File: src/rtl/y_arith_pkg.sv
// Shared encodings and helpers for the sequential add/subtract datapath:
// FSM states, operation mode, and the single-bit full-adder cell.
package y_arith_pkg;

  typedef enum logic [1:0] {
    ST_IDLE = 2'd0,
    ST_RUN  = 2'd1,
    ST_DONE = 2'd2
  } state_e;

  typedef enum logic {
    MODE_ADD = 1'b0,
    MODE_SUB = 1'b1
  } mode_e;

  // Full-adder cell; returns {carry_out, sum}.
  function automatic logic [1:0] full_add(input logic x, input logic y, input logic cin);
    full_add = {(x & y) | (x & cin) | (y & cin), x ^ y ^ cin};
  endfunction

endpackage

File: src/rtl/y_adder_chunk.sv
// CHUNK-bit ripple-carry adder built from full-adder cells; also exposes the
// carry into the top bit so the caller can derive signed overflow.
module y_adder_chunk
  import y_arith_pkg::*;
#(
  parameter int W = 8
) (
  input  logic [W-1:0] a,
  input  logic [W-1:0] b,
  input  logic         cin,
  output logic [W-1:0] sum,
  output logic         cout,
  output logic         c_top
);

  logic [W:0] c;

  always_comb begin
    // NOTE: every variable written here gets a default first, so no path can
    // leave it unassigned and infer a latch.
    c    = '0;
    sum  = '0;
    c[0] = cin;
    for (int i = 0; i < W; i++) begin
      {c[i+1], sum[i]} = full_add(a[i], b[i], c[i]);
    end
  end

  assign cout  = c[W];
  assign c_top = c[W-1];

endmodule

File: src/rtl/y_seq_adder.sv
// Multi-cycle adder/subtractor: one CHUNK-wide adder is reused across
// WIDTH/CHUNK cycles, rippling the carry through a register between chunks.
module y_seq_adder
  import y_arith_pkg::*;
#(
  parameter int WIDTH = 32,
  parameter int CHUNK = 8
) (
  input  logic             clk,
  input  logic             rst_n,
  input  logic             start,
  input  logic             sub,
  input  logic [WIDTH-1:0] a,
  input  logic [WIDTH-1:0] b,
  output logic             busy,
  output logic             done,
  output logic [WIDTH-1:0] z,
  output logic             cout,
  output logic             ovf
);

  localparam int N     = WIDTH / CHUNK;
  localparam int IDX_W = (N > 1) ? $clog2(N) : 1;
  localparam logic [IDX_W-1:0] LAST_IDX = IDX_W'(N - 1);

  state_e           state_q, state_d;
  logic [IDX_W-1:0] idx_q,   idx_d;
  logic             carry_q, carry_d;
  logic [WIDTH-1:0] a_q,     a_d;
  logic [WIDTH-1:0] b_q,     b_d;
  logic [WIDTH-1:0] z_q,     z_d;
  logic             cout_q,  cout_d;
  logic             ovf_q,   ovf_d;

  logic [CHUNK-1:0] chunk_a, chunk_b, chunk_sum;
  logic             chunk_cout, chunk_ctop;
  mode_e            mode;

  assign mode    = mode_e'(sub);
  assign chunk_a = a_q[idx_q*CHUNK +: CHUNK];
  assign chunk_b = b_q[idx_q*CHUNK +: CHUNK];

  y_adder_chunk #(.W(CHUNK)) u_chunk (
    .a     (chunk_a),
    .b     (chunk_b),
    .cin   (carry_q),
    .sum   (chunk_sum),
    .cout  (chunk_cout),
    .c_top (chunk_ctop)
  );

  always_comb begin
    state_d = state_q;
    idx_d   = idx_q;
    carry_d = carry_q;
    a_d     = a_q;
    b_d     = b_q;
    z_d     = z_q;
    cout_d  = cout_q;
    ovf_d   = ovf_q;

    unique case (state_q)
      ST_IDLE: begin
        if (start) begin
          // Subtraction as a + ~b + 1: invert b and seed the carry with 1.
          a_d     = a;
          b_d     = (mode == MODE_SUB) ? ~b : b;
          carry_d = (mode == MODE_SUB);
          idx_d   = '0;
          state_d = ST_RUN;
        end
      end
      ST_RUN: begin
        z_d[idx_q*CHUNK +: CHUNK] = chunk_sum;
        carry_d = chunk_cout;
        if (idx_q == LAST_IDX) begin
          cout_d  = chunk_cout;
          ovf_d   = chunk_cout ^ chunk_ctop;
          idx_d   = '0;
          state_d = ST_DONE;
        end else begin
          idx_d = idx_q + 1'b1;
        end
      end
      ST_DONE: state_d = ST_IDLE;
      default: state_d = ST_IDLE;
    endcase
  end

  always_ff @(posedge clk or negedge rst_n) begin
    if (!rst_n) begin
      state_q <= ST_IDLE;
      idx_q   <= '0;
      carry_q <= 1'b0;
      a_q     <= '0;
      b_q     <= '0;
      z_q     <= '0;
      cout_q  <= 1'b0;
      ovf_q   <= 1'b0;
    end else begin
      // NOTE: non-blocking assignments so every flop samples pre-edge values.
      state_q <= state_d;
      idx_q   <= idx_d;
      carry_q <= carry_d;
      a_q     <= a_d;
      b_q     <= b_d;
      z_q     <= z_d;
      cout_q  <= cout_d;
      ovf_q   <= ovf_d;
    end
  end

  assign busy = (state_q == ST_RUN);
  assign done = (state_q == ST_DONE);
  assign z    = z_q;
  assign cout = cout_q;
  assign ovf  = ovf_q;

endmodule

File: config.mk
export PLATFORM = sky130hd
export DESIGN_NAME = y_seq_adder
export DESIGN_NICKNAME = d
export VERILOG_FILES = /design/src/rtl/y_arith_pkg.sv /design/src/rtl/y_adder_chunk.sv /design/src/rtl/y_seq_adder.sv
export SDC_FILE = /design/constraint.sdc
export NUM_CORES = 1
export LEC_CHECK = 0
export BUFFER_PORTS_ARGS = -buffer_cell sky130_fd_sc_hd__buf_2
export CORE_AREA = 2 2 105 107
export CTS_CLUSTER_DIAMETER = 120
export DETAILED_ROUTE_END_ITERATION = 7
export DIE_AREA = 0 0 107 109
export PLACE_DENSITY = 0.69
export SLEW_MARGIN = 20
export SYNTH_ARGS = -nofsm -noshare
export SYNTH_HDL_FRONTEND = slang
export SYNTH_SLANG_ARGS = --single-unit
export TNS_END_PERCENT = 50
File: constraint.sdc
create_clock -name clk -period 12.8 [get_ports clk]
set_input_delay 2.56 -clock clk [delete_from_list [all_inputs] [get_ports clk]]
set_output_delay 2.56 -clock clk [all_outputs]
set_load 0.005 [all_outputs]
# Word level (Yosys, flattened, before mapping)

Cells that the tools add are included.

Input bits: 68
Bits in registers: 103
Output and inout bits: 36
Logic and storage cells: 93

Bitwise gates (word level): 58
Reduce and logical (&&, ||, !) cells: 6
Eq/ne operators: 5
Add/sub/neg operators: 2
Muxes and demuxes: 10
Shifts and indexed selects: 4

Operator list:

| cell                    | count |
|---|---|
| $shiftx 32x6->8         | 2 |
| $neg 5->34              | 1 |
| $shift 8x34->32 const A | 1 |
| $shiftx 8x34->32        | 1 |
| $bwmux 32               | 1 |
| $mux 32                 | 1 |
| $not 32->32             | 1 |
| $and 1x1->1             | 24 |
| $xor 1x1->1             | 17 |
| $or 1x1->1              | 16 |
| $mux 2                  | 4 |
| $pmux 2 s2              | 2 |
| $reduce_and 2->1        | 4 |
| $eq 2x2->1 const B      | 2 |
| $add 2x1->2 const B     | 1 |
| $eq 2x1->1 const B      | 1 |
| $logic_not 2->1         | 1 |
| $ne 2x1->1 const B      | 1 |
| $ne 2x2->1 const B      | 1 |
| $pmux 1 s2              | 1 |
| $reduce_bool 2->1       | 1 |
| $mux 1                  | 1 |

# Longest topological paths before layout

Gate-level depths: netlist of the first run.

Depth in word-level cells: 26
Depth in mapped cells: 15
Mapped depth without buffers: 13

# By module

From an unflattened synthesis of the first run, not the netlist that was laid out.

Cells, all modules: 364
Area total of the unflattened synthesis: 4828.4 um^2

By module, submodules not included:

| module        | seq. area each (um^2) | area an instance (um^2) | cells an instance | instances |
|---|---|---|---|---|
| y_seq_adder   | 2577.5                | 4630.7                  | 346               | 1 |
| y_adder_chunk | 0.0                   | 197.7                   | 18                | 1 |

# Worst setup path after synthesis of the first run

Ideal clock, no wire load.

Kind: register to register
From: reg idx_q[1]
To: reg z_q[7] (netlist: z[7])
Cell stages (with the launch flop): 15
Library setup time: 121 ps
Required time: 12679 ps
Data arrival time: 4629 ps
Clock period less this slack: 4750 ps
Slack: 8050 ps
Path buffers: 2
Cells stage by stage: dfrtp_1 -> buf_2 -> buf_1 -> mux4_2 -> fa_1 -> inv_1 -> fa_1 -> fa_1 -> fa_1 -> fa_1 -> fa_1 -> fa_1 -> inv_1 -> fa_1 -> a22o_1

Cells in the longest elaborated chain, start to end: 25
Elaborated cells on any way between the ends: 57
Classes of those cells: add/sub (1); shift (4); mux (1); bitwise (51)

RTL lines:

| what                                      | line                                 | source |
|---|---|---|
| start, declared                           | y_seq_adder.sv:27                    | `logic [IDX_W-1:0] idx_q, idx_d;` |
| start signal, assigned                    | y_seq_adder.sv:103                   | `idx_q <= idx_d;` |
| $shiftx 32x6->8, on equally long branches | y_seq_adder.sv:40, y_seq_adder.sv:41 |  |
| $and 1x1->1                               | y_arith_pkg.sv:18                    | `full_add = {(x & y) \| (x & cin) \| (y & cin), x ^ y ^ cin};` |
| $or 1x1->1 (2 in series)                  | y_arith_pkg.sv:18                    |  |
| $and 1x1->1                               | y_arith_pkg.sv:18                    |  |
| $or 1x1->1 (2 in series)                  | y_arith_pkg.sv:18                    |  |
| $and 1x1->1                               | y_arith_pkg.sv:18                    |  |
| $or 1x1->1 (2 in series)                  | y_arith_pkg.sv:18                    |  |
| $and 1x1->1                               | y_arith_pkg.sv:18                    |  |
| [... 3 more ...]                          | --                                   |  |
| $or 1x1->1 (2 in series)                  | y_arith_pkg.sv:18                    |  |
| $and 1x1->1                               | y_arith_pkg.sv:18                    |  |
| $or 1x1->1 (2 in series)                  | y_arith_pkg.sv:18                    |  |
| $and 1x1->1                               | y_arith_pkg.sv:18                    |  |
| $or 1x1->1 (2 in series)                  | y_arith_pkg.sv:18                    |  |
| $xor 1x1->1                               | y_arith_pkg.sv:18                    |  |
| $shiftx 8x34->32                          | y_seq_adder.sv:74                    | `z_d[idx_q*CHUNK +: CHUNK] = chunk_sum;` |
| $bwmux 32 *                               | y_seq_adder.sv:74                    |  |
| end signal, assigned                      | y_seq_adder.sv:107                   | `z_q <= z_d;` |
| end, declared                             | y_seq_adder.sv:31                    | `logic [WIDTH-1:0] z_q, z_d;` |

Every way passes the cells marked *; elsewhere a longest branch is shown, timed or not.
A chain may end at the register's enable or synchronous reset.

# Worst setup path in the final report of the first run

From: reg idx_q[1]
To: reg z_q[15] (netlist: z[15])

The elaborated chain is that of the path after synthesis.

==> run_results.csv, run 1 <==
group,metric,value,unit
worst_setup_path,worst-endpoint-arrival,5.20,ns
global_routing,grt_pass1_wl,16.50,mm
clocking,ctsResizeCount,0,
global_routing,grt_start_max_net_pins,97,
timing,final_hold_viol_count,0,
worst_setup_path,critPathRequiredTime,13.02,ns
worst_setup_path,path_cells,"mux4_2 > fa_1 > inv_1 > fa_1 > fa_1 > fa_1 > fa_1 > fa_1 > fa_1 > inv_1 > fa_1 > inv_1 > o31ai_1",
layout,multi_input_area,0.002042,mm²
die,start_util,45.32,%
clocking,maximum_buffer_depth_of_the_clock_tree,2,
die,fp-row-count,38,
worst_setup_path,path_delay_family,"adder cells",
drt,route.detailed.vias_per_inst,5.101,
global_routing,number_of_global_route_vias_before_repair,3262,
clocking,cts.clk_slew.worst_paths,0.09,ns
layout,nFillCells,939,
die,vert_die_dim,109,µm
global_routing,grt.total_usage,18.49,%
worst_setup_path,critPathSlowestCell,"dfrtp_1",
logic_synthesis,syn_nets,465,
timing,layout_worst_path_cycle_share,38.96,%
clocking,worst_skew_late_latency,0.36,ns
logic_synthesis,synth-seq-area-share,53.65,%
global_routing,grt_use_met3,4.722,%
place,io_buffer_count,103,
power,pwr_per_cell_area,274.1,mW/mm²
layout,sequential_cell_area,0.002577,mm²
timing,unrepaired_setup_endpoints_after_global_routing,"no",
drt,via_count,3168,
power,max-vdd-ir-drop,0.1243,mV
drt,drc_violation_total_after_the_first_tritonroute_iteration,165,
worst_setup_path,critical_path.most_common_cell,"fa_1",
drt,drt-total-wl,10.01,mm
die,die_area,0.01166,mm²
layout,antenna_diode_count,0,
logic_synthesis,synth_area,0.004805,mm²
clocking,count_of_hold_buffers_inserted_by_post_cts_repair,0,
worst_setup_path,criticalPathCategory,"flop to flop",
clocking,cts_tree,"yes",
logic_synthesis,synth.ff_latch_count,103,
worst_setup_path,timing.critical_path.fanout_max,21,
die,core,0.01060,mm²
place,detailedPlacementHpwl,7.351,mm
global_routing,initial_antenna_violation_count,0,
timing,final-setup-viol-count,0,
worst_setup_path,max_stage_delay,0.90,ns
clocking,htree_levels,3,
job,max_cap_violations,0,
clocking,clockRootBuffer,"clkbuf_8",
drt,drc,0,
clocking,cts_setup_buffers,0,
die,die_width,107,µm
logic_synthesis,syn_area_per_cell,12.54,µm²
status,outcome,"finished, final reports clean",
clocking,cts_buffers,9,
power,p_leak,2.549,nW
global_routing,grt_util_met2,31.07,%
die,io-pin-count,104,
worst_setup_path,critical_path.n_buffers_inverters,3,
timing,worstMarginPinSlew,0.9556,ns
timing,period_minus_slack,4.987,ns
power,total_power,0.001532,W
logic_synthesis,post_synth_num_cell_types,30,
logic_synthesis,ys.warnings.count,0,
drt,avgRoutedWirePerCell,16.11,µm
timing,final.setup.worst_slack,7.813,ns
timing,timing.final.max_slew_violations,0,
timing,maxClockFrequency,0.2005,GHz
worst_setup_path,worstSetupStartpointType,"flop",
worst_hold_path,holdCritPathClass,"flop to flop",
global_routing,grt_overflow_total,0,
worst_setup_path,crit_path_end_kind,"flop",
drt,ant_nets,0,
clocking,number_of_sinks_driven_by_the_clock_tree,103,
global_routing,busiest_layer,"met2",
layout,layout.cells.most_common,"dfrtp_1",
layout,nNetsFinal,559,
timing,totalNegativeSetupSlack,0,ns
layout,post_route_cells_drive_above_1_share,34.72,%
timing,maxSlewHeadroom,36.29,%
layout,area_growth_syn_to_layout,16.33,%
global_routing,globalRouteMet1Util,24.58,%
place,gp_congestion,0.8089,
place,detailedPlace.worstSlack,7.768,ns
layout,final_cell_mix,"dfrtp_1 (103), buf_2 (102), nor2_1 (33), a21oi_1 (33), xnor2_1 (32)",
timing,finalClockSkew,0.008540,ns
drt,drtPass1Iterations,5,
logic_synthesis,synthesis.instances,383,
## cells by family after synthesis
group | Yosys count | synth area share, %
flip-flops | 103 | 53.65
AND/OR/NAND/NOR | 70 | 6.588
XOR/XNOR | 33 | 6.016
AO/OA/AOI/OAI | 71 | 9.636
adder cells (fa/ha/maj) | 14 | 4.896
multiplexers | 49 | 15.23
buffers and inverters | 43 | 3.984
## layer usage
layer | vias to the layer above | wire length [µm]
li1 | 1515 | -
met1 | 1552 | 4553
met2 | 93 | 4871
met3 | 8 | 489
met4 | 0 | 93
met5 | - | 0
## registers in the layout, summed over array words and instances (netlist names)
name,count
a_q,32
b_q,32
carry_q,1
cout,1
idx_q,2
ovf,1
state_q,2
z,32
## worst register-to-register path, delay by kind of cell, from the launching register on
kind | cells | cell delay [ns]
DFF | 1 | 0.90
AOI/OAI and AO/OA | 1 | 0.08
buffers and inverters | 3 | 0.25
muxes | 1 | 0.37
adders and majority gates | 8 | 3.26
## where the power goes
group	total [W]	internal [W]	switching, W	leakage, nW
Sequential	0.000578	0.000478	0.0000997	1.25
Combinational	0.000761	0.000352	0.000408	1.21
Clock	0.000194	0.0000902	0.000104	0.0908
Total	0.00153	0.000921	0.000612	2.55
## cells in the mapped netlist
master,n,share of area (%)
a21oi_1,33,3.4
a22o_1,2,0.36
a22oi_1,1,0.16
buf_1,1,0.078
buf_2,18,1.9
buf_6,1,0.23
clkbuf_1,3,0.23
clkinv_1,1,0.078
dfrtp_1,103,54
fa_1,8,3.3
ha_1,6,1.6
inv_1,19,1.5
mux2_1,2,0.47
mux2_2,31,7.3
mux4_2,16,7.5
nand2_1,26,2.0
nand2b_4,1,0.29
nand3b_1,3,0.47
nor2_1,33,2.6
nor2b_1,2,0.26
nor3b_2,1,0.26
nor4_1,1,0.13
nor4bb_1,2,0.42
o21ai_0,3,0.31
o21bai_1,1,0.16
o2bb2ai_1,14,2.6
o31ai_1,17,2.7
or4_1,1,0.16
xnor2_1,32,5.8
xor2_1,1,0.18
## metrics by stage
stage | cells | hold WS, ns | util (%) | cell area [µm²]
after floorplan | 383 | 0.4526 | - | 4805
after global placement | 606 | 0.4574 | 51.03 | 5410
after detailed placement | 606 | 0.4641 | 51.03 | 5410
after CTS | 621 | 0.4850 | 52.71 | 5589
after global routing | 621 | 0.5105 | 52.71 | 5589
final | 621 | 0.4794 | 52.71 | 5589
## path summary, 6_finish.rpt
kind | from | end | slack, ns | cells past startpoint
min in group asynchronous | rst_n | z[10]$_DFFE_PN0P_ | 2.11 | 1
setup reg to reg | idx_q[1]$_DFFE_PN0P_ | z[15]$_DFFE_PN0P_ | 7.81 | 13
setup / recovery | idx_q[1]$_DFFE_PN0P_ | z[15]$_DFFE_PN0P_ | 7.81 | 13
hold / removal | z[13]$_DFFE_PN0P_ | z[13]$_DFFE_PN0P_ | 0.48 | 2
max in group asynchronous | rst_n | idx_q[1]$_DFFE_PN0P_ | 9.44 | 2
hold reg to reg | z[13]$_DFFE_PN0P_ | z[13]$_DFFE_PN0P_ | 0.48 | 2
## cell type report
type	count	share of cell area (%)
sequential	103	46.12
multi-input combinational	237	36.53
tap	140	3.134
timing repair buffer	106	9.671
clock buffer	12	2.418
inverter	20	1.343
clock inverter	3	0.7835
(Power assumes the default switching activity.)
==> run 2: changes to the inputs <==
ABC_AREA = 1   (was unset)
CORE_AREA = 2 2 109 111   (was 2 2 105 107)
DIE_AREA = 0 0 111 113   (was 0 0 107 109)
clock period = 5.1 ns   (was 12.8 ns; I/O delays follow)
==> run 2 against run 1 <==
  * Die area rose by 7.5%
  * Cell area rose by 12%
  * Clock power rose to 4.1 times the previous value
  * Critical path depth rose by 6
  * Clock skew fell by 0.0022 ns
  * Total power rose to 2.9 times the previous value
  * Synthesized area rose by 9.1%
  * Largest cell class unchanged
  * Highest routed layer unchanged
==> run_results.csv, run 2 <==
group,metric,value,unit
drt,maxUsedRoutingLayer,"met4",
logic_synthesis,synthFlopType,"dfrtp_1",
timing,timing.final.max_slew_violations,0,
timing,fin_worst_hold_slack,0.4752,ns
worst_setup_path,worstSetupStartpointType,"flop",
timing,maxClockFrequency,0.2046,GHz
logic_synthesis,yosysMostFrequentCell,"nand2_1",
place,detailedPlacementHpwl,8.919,mm
layout,layout.cells.most_common,"nand2_1",
clocking,clockRootBuffer,"clkbuf_16",
layout,final_cell_mix,"nand2_1 (337), dfrtp_1 (103), buf_2 (102)",
drt,drc_violation_total_after_the_first_tritonroute_iteration,234,
timing,final-setup-viol-count,0,
drt,drt-met1-wl,5.890,mm
layout,post_route_cells_drive_above_1_share,19.84,%
logic_synthesis,synth_area,0.005243,mm²
die,vert_die_dim,113,µm
layout,area_growth_syn_to_layout,19.93,%
clocking,worst_skew_late_latency,0.35,ns
timing,layout_worst_path_cycle_share,95.82,%
worst_setup_path,timing.critical_path.fanout_max,6,
drt,ant_nets,0,
global_routing,grt.total_usage,20.92,%
die,core,0.01127,mm²
logic_synthesis,synth-seq-area-share,49.16,%
logic_synthesis,synthDominantAreaCellType,"dfrtp_1",
timing,maxSlewHeadroom,42.08,%
global_routing,initial_antenna_violation_count,0,
status,outcome,"finished, final reports clean",
clocking,count_of_hold_buffers_inserted_by_post_cts_repair,0,
logic_synthesis,async_set_reset_flop_share_out_of_synthesis,100.0,%
drt,route.detailed.vias_per_inst,4.972,
power,pwr_per_cell_area,712.6,mW/mm²
drt,drtPass1Iterations,4,
clocking,htree_levels,3,
worst_setup_path,critPathRequiredTime,5.34,ns
timing,finalClockSkew,0.006330,ns
die,fp-row-count,39,
job,max_cap_violations,0,
layout,antenna_diode_count,0,
global_routing,grt_start_max_net_pins,67,
die,die_area,0.01254,mm²
place,io_buffer_count,103,
drt,drt-total-wl,12.78,mm
worst_hold_path,hold-path-cell-count,2,
logic_synthesis,post_synth_num_cell_types,22,
worst_setup_path,criticalPathCategory,"flop to flop",
worst_setup_path,r2r_end,"z[23]$_DFFE_PN0P_",
global_routing,grt_pass1_wl,21.26,mm
logic_synthesis,syn_area_per_cell,7.967,µm²
logic_synthesis,synth.ff_latch_count,103,
layout,nNetsFinal,843,
drt,avgRoutedWirePerCell,14.06,µm
worst_setup_path,crit-reg2reg-launch,"idx_q[1]$_DFFE_PN0P_",
timing,final_hold_viol_count,0,
worst_hold_path,worst_min_delay_path_endpoint,"z[5]$_DFFE_PN0P_",
logic_synthesis,post_synth_most_frequent_cells,"nand2_1 (337), dfrtp_1 (103), nand3_1 (50)",
logic_synthesis,synth_enable_flop_cells,0,
logic_synthesis,syn_nets,740,
logic_synthesis,synthesis.instances,658,
clocking,cts_tree,"yes",
timing,worstMarginPinSlew,0.8688,ns
die,die_width,111,µm
clocking,maximum_buffer_depth_of_the_clock_tree,2,
worst_setup_path,worst-endpoint-arrival,5.12,ns
place,gp_congestion,0.8043,
clocking,cts_buffers,9,
logic_synthesis,netlist.area_leader.share,49.16,%
logic_synthesis,leading_post_synthesis_cells_by_cell_area,"dfrtp_1 (49%), nand2_1 (24%), xor2_1 (5.3%)",
worst_setup_path,crit_path_end_kind,"flop",
die,start_util,46.51,%
power,p_leak,3.491,nW
worst_hold_path,worst_hold_startpoint,"z[5]$_DFFE_PN0P_",
power,max-vdd-ir-drop,0.3431,mV
drt,via_count,4520,
drt,drc,0,
layout,final_area,0.006287,mm²
place,placement.cell_area,0.005824,mm²
worst_setup_path,ff2ff_path_depth,19,
drt,met2_length,5.974,mm
worst_setup_path,rrSetupSlack,0.21,ns
worst_hold_path,holdCritPathClass,"flop to flop",
global_routing,number_of_global_route_vias_before_repair,4536,
die,io-pin-count,104,
clocking,cts.clk_slew.worst_paths,0.07,ns
global_routing,grt_overflow_total,0,
timing,period_minus_slack,4.887,ns
drt,met3WireLength,601,µm
clocking,number_of_sinks_driven_by_the_clock_tree,103,
layout,nFillCells,1047,
logic_synthesis,ys.warnings.count,0,
==> run 2: layout make-up <==
type / instances / area, µm² / area share [%]
Clock buffer: 9 / 225.2 / 3.582
Clock inverter: 7 / 120.1 / 1.910
Inverter: 21 / 88.84 / 1.413
Multi-Input combinational cell: 500 / 2386 / 37.95
Sequential cell: 103 / 2577 / 40.99
Tap cell: 143 / 178.9 / 2.846
Timing Repair Buffer: 126 / 710.7 / 11.30
==> run 2: how the worst max path moves through the flow <==
stage / slack (ns) / start / to
after floorplan: 0.46 / idx_q[1]$_DFFE_PN0P_ / z[23]$_DFFE_PN0P_
after global placement: 0.41 / idx_q[0]$_DFFE_PN0P_ / z[23]$_DFFE_PN0P_
after detailed placement: 0.27 / idx_q[1]$_DFFE_PN0P_ / z[23]$_DFFE_PN0P_
after CTS: 0.18 / idx_q[0]$_DFFE_PN0P_ / z[23]$_DFFE_PN0P_
after global routing: -0.008 / idx_q[0]$_DFFE_PN0P_ / z[23]$_DFFE_PN0P_
final: 0.21 / idx_q[1]$_DFFE_PN0P_ / z[23]$_DFFE_PN0P_
==> run 2: worst max-delay path, stage by stage, from the launching register on <==
cell and delay (ns):
dfrtp_1 0.41, clkinvlp_4 0.15, buf_12 0.12, buf_4 0.10
o211ai_1 0.08, nand2_1 0.10, fa_1 0.17, inv_1 0.05
fa_1 0.38, fa_1 0.46, fa_1 0.48, fa_1 0.48
fa_1 0.46, fa_1 0.41, inv_1 0.10, fa_1 0.46
nand2_1 0.12, inv_1 0.05, nand3_1 0.10, nand2_1 0.07
==> run 2: cell families after synthesis <==
logic type      synth area share, %
xor+xnor                      5.346
simple gates                  33.15
flops                         49.16
buf+inv                       5.465
compound gates                2.387
fa+ha+maj                     4.487
==> run 2: per-stage QoR <==
step | std cells | util (%) | TNS (ns) | power, W | setup slack (ns)
2_1_floorplan | 658 | - | 0 | 0.002880 | 0.4555
3_3_place_gp | 881 | 51.60 | 0 | 0.003524 | 0.4070
3_5_place_dp | 881 | 51.67 | 0 | 0.003579 | 0.2687
4_1_cts | 897 | 54.73 | 0 | 0.004386 | 0.1784
5_1_grt | 909 | 55.78 | -0.007801 | 0.004841 | -0.007801
6_report | 909 | 55.78 | 0 | 0.004480 | 0.2134
==> run 2: metal layers <==
metal  up-vias  GRT usage [%]
met3        27          2.839
li1       2238              -
met2       131          34.03
met1      2124          28.48
met5         -              0
met4         0          8.833
==> run 2: where the power goes <==
group	total, W	switching (W)	leakage [nW]	internal [W]
Sequential	0.00138	0.000225	1.32	0.00116
Clock	0.000796	0.000315	0.166	0.000482
Combinational	0.00230	0.00145	2.00	0.000853
Total	0.00448	0.00199	3.49	0.00249
==> run 2: what timing repair did <==
item / CTS / global route
setup endpoints to repair: 0 / 4
resized for setup: 0 / 4
setup buffers: 0 / 12
